<file path="config.mk">
export PLATFORM = sky130hd
export DESIGN_NAME = fhe_op_dispatcher
export DESIGN_NICKNAME = d
export VERILOG_FILES = /design/src/rtl/fhe_op_dispatcher_pkg.sv /design/src/rtl/fhe_op_dispatcher_op_fifo.sv /design/src/rtl/fhe_op_dispatcher.sv
export SDC_FILE = /design/constraint.sdc
export NUM_CORES = 1
export LEC_CHECK = 0
export CAP_MARGIN = 30
export CORE_MARGIN = 1
export CORE_UTILIZATION = 42
export CTS_BUF_LIST = sky130_fd_sc_hd__clkbuf_8 sky130_fd_sc_hd__clkbuf_16
export CTS_CLUSTER_SIZE = 14
export DETAILED_ROUTE_END_ITERATION = 10
export PLACE_DENSITY_LB_ADDON = 0.05
export SETUP_SLACK_MARGIN = 0.15
export SLEW_MARGIN = 25
export SYNTH_ARGS = -nofsm -noshare
export SYNTH_HDL_FRONTEND = slang
export SYNTH_SLANG_ARGS = --single-unit
</file>
<file path="constraint.sdc">
create_clock -name clk -period 11.95 [get_ports clk]
set_input_delay 2.39 -clock clk [delete_from_list [all_inputs] [get_ports clk]]
set_output_delay 2.39 -clock clk [all_outputs]
set_load 0.05 [all_outputs]
</file>
<file path="src/rtl/fhe_op_dispatcher_pkg.sv">
// Shared types for the FHE op dispatcher: operation record, op modes and FSM states.
package fhe_op_dispatcher_pkg;

    localparam int unsigned MODE_W = 3;
    localparam int unsigned IDX_W  = 4;

    // NO_OP must stay at zero so an all-zero operation is the idle op.
    typedef enum logic [MODE_W-1:0] {
        NO_OP        = 3'd0,
        OP_CT_CT_ADD = 3'd1,
        OP_CT_PT_ADD = 3'd2,
        OP_CT_PT_MUL = 3'd3,
        OP_CT_CT_MUL = 3'd4
    } op_mode_e;

    typedef struct packed {
        op_mode_e         mode;
        logic [IDX_W-1:0] src0_a;
        logic [IDX_W-1:0] src0_b;
        logic [IDX_W-1:0] src1_a;
        logic [IDX_W-1:0] src1_b;
        logic [IDX_W-1:0] dst_a;
        logic [IDX_W-1:0] dst_b;
    } operation;

    typedef enum logic [1:0] {
        ST_IDLE,
        ST_ISSUE,
        ST_WAIT,
        ST_SETTLE
    } disp_state_e;

    localparam operation NOP_OP = operation'('0);

endpackage

</file>
<file path="src/rtl/fhe_op_dispatcher_op_fifo.sv">
// Synchronous FIFO of operation records; full/empty derive from the stored level.
module op_fifo
    import fhe_op_dispatcher_pkg::*;
#(
    parameter int unsigned DEPTH = 8
) (
    input  logic                         clk,
    input  logic                         reset_n,
    input  logic                         push,
    input  operation                     push_data,
    input  logic                         pop,
    output operation                     pop_data,
    output logic [$clog2(DEPTH+1)-1:0]   level,
    output logic                         full,
    output logic                         empty
);

    localparam int unsigned PTR_W = $clog2(DEPTH);
    localparam int unsigned LVL_W = $clog2(DEPTH + 1);

    operation         mem [DEPTH];
    logic [PTR_W-1:0] wr_ptr;
    logic [PTR_W-1:0] rd_ptr;
    logic             do_push;
    logic             do_pop;

    assign full     = (level == LVL_W'(DEPTH));
    assign empty    = (level == '0);
    assign do_push  = push && !full;
    assign do_pop   = pop && !empty;
    assign pop_data = mem[rd_ptr];

    // Pointers wrap naturally because DEPTH is a power of two.
    always_ff @(posedge clk) begin
        if (!reset_n) begin
            wr_ptr <= '0;
            rd_ptr <= '0;
            level  <= '0;
        end else begin
            if (do_push) wr_ptr <= wr_ptr + PTR_W'(1);
            if (do_pop)  rd_ptr <= rd_ptr + PTR_W'(1);
            level <= level + LVL_W'(do_push) - LVL_W'(do_pop);
        end
    end

    always_ff @(posedge clk) begin
        if (do_push) mem[wr_ptr] <= push_data;
    end

endmodule

</file>
<file path="src/rtl/fhe_op_dispatcher.sv">
// Serialising issue stage for the FHE cpu: one op per ISSUE, then wait for done and settle.
module fhe_op_dispatcher
    import fhe_op_dispatcher_pkg::*;
#(
    parameter int unsigned DEPTH          = 8,
    parameter int unsigned TIMEOUT_CYCLES = 1024,
    parameter int unsigned CNT_W          = 16
) (
    input  logic                         clk,
    input  logic                         reset_n,
    input  logic                         in_valid,
    output logic                         in_ready,
    input  operation                     in_op,
    output operation                     cpu_op,
    input  logic                         cpu_done,
    output logic                         busy,
    output logic [$clog2(DEPTH+1)-1:0]   fifo_level,
    output logic                         err_timeout,
    input  logic                         err_clr,
    output logic [CNT_W-1:0]             issued_cnt,
    output logic [CNT_W-1:0]             retired_cnt
);

    localparam int unsigned WAIT_W = (TIMEOUT_CYCLES > 1) ? $clog2(TIMEOUT_CYCLES) : 1;

    disp_state_e       state;
    disp_state_e       state_nxt;
    operation          cpu_op_nxt;
    operation          head;
    logic [CNT_W-1:0]  issued_nxt;
    logic [CNT_W-1:0]  retired_nxt;
    logic [WAIT_W-1:0] wait_cnt;
    logic [WAIT_W-1:0] wait_nxt;
    logic              err_nxt;
    logic              push;
    logic              pop;
    logic              full;
    logic              empty;

    // NO_OP records are handshaken but never stored.
    assign in_ready = reset_n && !full;
    assign push     = in_valid && in_ready && (in_op.mode != NO_OP);
    assign busy     = (state != ST_IDLE) || !empty;

    op_fifo #(
        .DEPTH (DEPTH)
    ) u_fifo (
        .clk       (clk),
        .reset_n   (reset_n),
        .push      (push),
        .push_data (in_op),
        .pop       (pop),
        .pop_data  (head),
        .level     (fifo_level),
        .full      (full),
        .empty     (empty)
    );

    always_comb begin
        state_nxt   = state;
        cpu_op_nxt  = NOP_OP;
        issued_nxt  = issued_cnt;
        retired_nxt = retired_cnt;
        wait_nxt    = wait_cnt;
        err_nxt     = err_clr ? 1'b0 : err_timeout;
        pop         = 1'b0;
        case (state)
            ST_IDLE: begin
                if (!empty) begin
                    pop        = 1'b1;
                    cpu_op_nxt = head;
                    state_nxt  = ST_ISSUE;
                end
            end
            ST_ISSUE: begin
                issued_nxt = issued_cnt + CNT_W'(1);
                wait_nxt   = '0;
                state_nxt  = ST_WAIT;
            end
            ST_WAIT: begin
                // A done arriving on the last allowed cycle still retires the op.
                if (cpu_done) begin
                    retired_nxt = retired_cnt + CNT_W'(1);
                    state_nxt   = ST_SETTLE;
                end else if (wait_cnt == WAIT_W'(TIMEOUT_CYCLES - 1)) begin
                    err_nxt   = 1'b1;
                    state_nxt = ST_SETTLE;
                end else begin
                    wait_nxt = wait_cnt + WAIT_W'(1);
                end
            end
            ST_SETTLE: begin
                state_nxt = ST_IDLE;
            end
            default: begin
                state_nxt = ST_IDLE;
            end
        endcase
    end

    always_ff @(posedge clk) begin
        if (!reset_n) begin
            state       <= ST_IDLE;
            cpu_op      <= NOP_OP;
            issued_cnt  <= '0;
            retired_cnt <= '0;
            wait_cnt    <= '0;
            err_timeout <= 1'b0;
        end else begin
            state       <= state_nxt;
            cpu_op      <= cpu_op_nxt;
            issued_cnt  <= issued_nxt;
            retired_cnt <= retired_nxt;
            wait_cnt    <= wait_nxt;
            err_timeout <= err_nxt;
        end
    end

endmodule

</file>
Word level (Yosys, flattened, before mapping)
Memory sizes are Yosys's and may differ from the RTL's. A register that Yosys moved wholly into a read port is not among the register bits.
Index checks and enable logic that the tools add are counted.
{ "totals": {"output_inout_bits": 66, "ram_bits": 216, "reg_bits": 55, "word_cells": 59, "n_memories": 1, "input_bits": 32} }
{ "op_classes": {"n_addsub": 7, "reduce_logical": 17, "bitwise_logic": 2, "muxes": 15, "n_eq_ne": 9} }
{ "memory_table": {"columns": ["memory", "depth", "word_bits", "read_ports", "rd_clocked_by_memory_dff", "wr", "line", "text"], "rows": [
  ["u_fifo.mem", 8, 27, 1, 1, 1, "fhe_op_dispatcher_op_fifo.sv:21", "operation mem [DEPTH];"]
]} }
{ "ops": {"columns": ["operator", "n"], "rows": [
  ["$add A16 B1 Y16 const B", 2],
  ["$mux W10", 2],
  ["$pmux W10 S2", 1],
  ["$add A10 B1 Y10 const B", 1],
  ["$eq A10 B10 Y1 const B", 1],
  ["$mux W1", 8],
  ["$pmux W2 S4", 1],
  ["$add A3 B1 Y3 const B", 2],
  ["$mux W2", 3],
  ["$ne A2 B2 Y1 const B", 3],
  ["$logic_and A1 B1 Y1", 5],
  ["$add A4 B1 Y4", 1],
  ["$eq A2 B2 Y1 const B", 2],
  ["$eq A4 B4 Y1 const B", 1],
  ["$logic_not A4 Y1", 1],
  ["$reduce_and A2 Y1", 2],
  ["$reduce_bool A2 Y1", 2],
  ["$sub A4 B1 Y4", 1],
  ["$ne A3 B3 Y1 const B", 1],
  ["$reduce_and A3 Y1", 1],
  ["$reduce_bool A3 Y1", 1],
  ["$reduce_or A3 Y1", 1],
  ["$eq A2 B1 Y1 const B", 1],
  ["$logic_not A1 Y1", 2],
  ["3 further kinds", 4]
]} }

Logic depth before layout (Yosys ltp)
{ "logic_depth": {"ltp_word": 8, "ltp_mapped": 12, "depth_no_buf": 11} }

Hierarchy
From an unflattened synthesis, not the netlist that was laid out.
{ "unflattened": {"hier_cells": 704, "area_unflattened_um2": 12052.8} }
{ "by_module_without_submodules": {"columns": ["mod", "cells_per_inst", "seq_area_each_um2", "area_per_inst_um2", "n_inst"], "rows": [
  ["op_fifo", 391, 6746.5, 9018.6, 1],
  ["fhe_op_dispatcher", 313, 1441.4, 3034.2, 1]
]} }

Worst setup path after synthesis
OpenSTA, ideal clock, no wires.
{ "synth_timing": {"path_type": "input-to-reg", "startpoint": "input reset_n", "endpoint": "memory u_fifo.mem[2][0] (netlist bit), enable pin", "setup_time_ns": 0.489, "path_stages": 4, "arrival_ns": 5.845, "path_slack_ns": 5.616, "n_path_buf": 1, "required_ns": 11.461, "cell_sequence": "clkbuf_1 -> inv_2 -> a211o_1 -> nor4b_1"} }
{ "synth_via": {"elab_chain_cells": 6} }
{ "synth_rtl": {"columns": ["item", "line", "text"], "rows": [
  ["start, declared", "fhe_op_dispatcher.sv:10", "input logic reset_n,"],
  ["$logic_and A1 B1 Y1", "fhe_op_dispatcher.sv:41", "assign in_ready = reset_n && !full;"],
  ["$logic_and A1 B1 Y1 (2 in a row)", "fhe_op_dispatcher.sv:42", "assign push = in_valid && in_ready && (in_op.mode != NO_OP);"],
  ["$logic_and A1 B1 Y1", "fhe_op_dispatcher_op_fifo.sv:29", "assign do_push = push && !full;"],
  ["$mux W1", "fhe_op_dispatcher_op_fifo.sv:47", "if (do_push) mem[wr_ptr] <= push_data;"],
  ["$mux W1 (not written as such)", "fhe_op_dispatcher_op_fifo.sv:47", null],
  ["end, declared", "fhe_op_dispatcher_op_fifo.sv:21", null]
]} }
No other way between the ends.

Final worst setup path
{ "layout_timing": {"startpoint": "input reset_n", "endpoint": "output in_ready"} }
{ "layout_via": {"elab_chain_cells": 1} }
{ "layout_rtl": {"columns": ["item", "line", "text"], "rows": [
  ["$logic_and A1 B1 Y1", "fhe_op_dispatcher.sv:41", null],
  ["end, declared", "fhe_op_dispatcher.sv:12", "output logic in_ready,"]
]} }
No other way between the ends.

==> out/results.tsv <==
metric	value	unit
outcome	finished clean	
layout_min_cycle_time	6480	ps
crit_required	9560	ps
synth_area_leaders	edfxtp_1 (57%), dfxtp_1 (14%), mux4_2 (11%), mux2i_1 (2.7%), nor2_1 (2.0%)	
num_rows	60	
io_pins	98	
cts_max_level	1	
hold_depth	2	
setup_viol	0	
routed_via_density	5.30	
final.setup.tns	0	ps
post-route-period-util	0.542	
p_seq_frac	0.423	
rr_startpoint	u_fifo.level[2]	
holdPathEnd	issued_cnt[15]	
final_common_cell	edfxtp_1	
reg2reg_depth	8	
cp-end-kind	output port	
postLayoutCellArea	14000	µm²
maxCapViolations	0	
drt-wirelength-per-cell	19.7	µm
grt_antenna_before_repair	0	
power_density	205	nW/µm²
grt_use_total	0.168	
synthCells	686	
area_delta_synth_final	22.3	%
crit_path_max_fanout	7	
clock.fmax	154	MHz
cts_tree	done	
initial_core_util	0.427	
clk_pin_slew	60	ps
syn_area	11400	µm²
wirelength	23000	µm
p_comb_frac	0.231	
layout.nets	851	
setup.worst_path.start_class	input port	
place_area	12900	µm²
synth_top_area_frac	0.567	
hold_viol	0	
grt.met3_usage	0.0335	
synth_top_flop_cell	edfxtp_1	
die_y	167	µm
cp_data_arrival_time	4090	ps
port_buffers	97	
worst_slew_pin_slew	927	ps
ys_warn_count	0	
synth.distinct_cells	50	
finClkSkew	8.25	ps
synth_area_leader_cell	edfxtp_1	
cts_buffers	31	
grt_pass1_vias	6593	
dieArea	27900	µm²
dr.pass1.iters	4	
worstHoldPathType	flip-flop to flip-flop	
grt_pass1_wl	36500	µm
dpl.hpwl	13400	µm
clk_path_buf_depth	3	
gr-usage-met2	0.293	
final_layout_size_suffix_gt1_frac	0.164	
pwr-share-clk	0.347	
cts.sink_count	298	
slew_headroom	0.380	
final_cell_mix	edfxtp_1 (216), clkdlybuf4s50_1 (97), dfxtp_1 (79)	
hp-start	issued_cnt[15]	
grt_busiest_layer	met2	
ys_ff_latch	298	
num_vias	6196	
final_max_slew_viol_count	0	
path_class	input port to output port	
clock-root-buffer	clkbuf_16	
p_int	2.06	mW
postRouteAntennaNets	0	
gp_congestion	0.762	
rsz0062_at_grt	no	
ff2ff_setup_slack	9270	ps
switching_share	0.281	
ys_seq_area_frac	0.711	
core_area	26800	µm²
synth-edff-count	216	
clkLatencyLatePin	550	ps
drt_iter0_markers	327	
use_met1	0.214	
timing.rr.end	u_fifo.mem[1][16]	
grt_overflow	0	
cts_setup_buffers	0	
syn_avg_cell_area	16.7	µm²
antenna_cells	0	
p_switching	804	µW
total_leakage_power	4.49	nW
grt_start_max_net_pins	55	
drc	0	
hold_buffers	0	
cts_resized	0	
peakVddDrop	0.000143	V
syn_nets	734	
synthArstFlopShare	0	
die_w	167	µm
[cell usage after synthesis, types with 2 or more instances]
| master | n |
|---|---|
| edfxtp_1 | 216 |
| dfxtp_1 | 82 |
| nor2_1 | 62 |
| mux4_2 | 54 |
| mux2i_1 | 31 |
| nand2_1 | 22 |
| nand3_1 | 21 |
| a21oi_1 | 19 |
| inv_1 | 16 |
| ha_1 | 15 |
| xnor2_1 | 14 |
| clkbuf_1 | 13 |
| xor2_1 | 13 |
| buf_2 | 11 |
| o21ai_0 | 11 |
| nand4_1 | 10 |
| nor3_1 | 8 |
| nor4_1 | 7 |
| and4_1 | 6 |
| o31ai_1 | 5 |
| or3_1 | 5 |
| buf_1 | 4 |
| or4_1 | 4 |
| a31oi_1 | 3 |
| and3_1 | 3 |
| nand2b_1 | 3 |
| a21o_1 | 2 |
| a311oi_1 | 2 |
| and2_1 | 2 |
| nor4b_1 | 2 |
[cells by family (layout without fill, tap and decap cells)]
kind of cell	after synthesis	after routing	share of synthesized area
and+or+nand+nor	162	162	0.0718
buffers and inverters	47	188	0.0170
AOI/OAI and AO/OA	51	51	0.0280
muxes	85	85	0.134
adders and majority gates	16	16	0.0182
DFF	298	298	0.711
xor gates and xnor gates	27	27	0.0207
[state kept, by name (all words and copies together), names as in the netlist]
| name | cells |
|---|---|
| u_fifo.rd_ptr | 3 |
| cpu_op | 27 |
| wait_cnt | 10 |
| err_timeout | 1 |
| u_fifo.level | 4 |
| state | 2 |
| u_fifo.wr_ptr | 3 |
| retired_cnt | 16 |
| issued_cnt | 16 |
| u_fifo.mem | 216 |
[critical path, stage by stage]
cell and delay [ps]:
clkdlybuf4s50_1 650, inv_2 60, a21oi_1 150, clkdlybuf4s50_1 830
[power by group through the flow]
stage	Sequential, mW	Combinational, mW	Clock (mW)
after floorplan	1.33	0.370	0
after global placement	1.23	0.657	0
after detailed placement	1.24	0.664	0
after CTS	1.21	0.667	1.02
after global routing	1.22	0.720	1.06
final	1.21	0.662	0.994
[final cells by class]
cell class                      count  area, µm²
Tap cell                          341        427
Clock inverter                     20        218
Multi-Input combinational cell    341       3160
Fill cell                        2155      12800
Timing Repair Buffer              113       1110
Clock buffer                       37        858
Sequential cell                   298       8140
Inverter                           18       67.6
[metrics by stage]
step | std cells | setup WS (ps) | utilization | power, mW | hold slack, ps
2_1_floorplan | 686 | 5620 | - | 1.70 | 462
3_3_place_gp | 1108 | 5530 | 0.480 | 1.89 | 479
3_5_place_dp | 1109 | 5460 | 0.480 | 1.90 | 492
4_1_cts | 1166 | 5460 | 0.520 | 2.90 | 504
6_report | 1168 | 5470 | 0.522 | 2.87 | 501
5_1_grt | 1168 | 5400 | 0.522 | 3.00 | 526
[metal layers]
metal,share of wire,up-vias
li1,-,2899
met1,0.43,3129
met2,0.50,137
met3,0.053,31
met4,0.017,0
met5,0,-
[worst max-delay path by stage]
stage	start	to	slack, ps	cells past startpoint
finish	reset_n	in_ready	5470	4
floorplan	reset_n	u_fifo.mem[2][0]	5620	4
global placement	reset_n	in_ready	5530	4
global route	reset_n	in_ready	5400	4
CTS	reset_n	in_ready	5460	4
detailed placement	reset_n	in_ready	5460	4
Note: power is estimated with default switching activity, not from simulation.
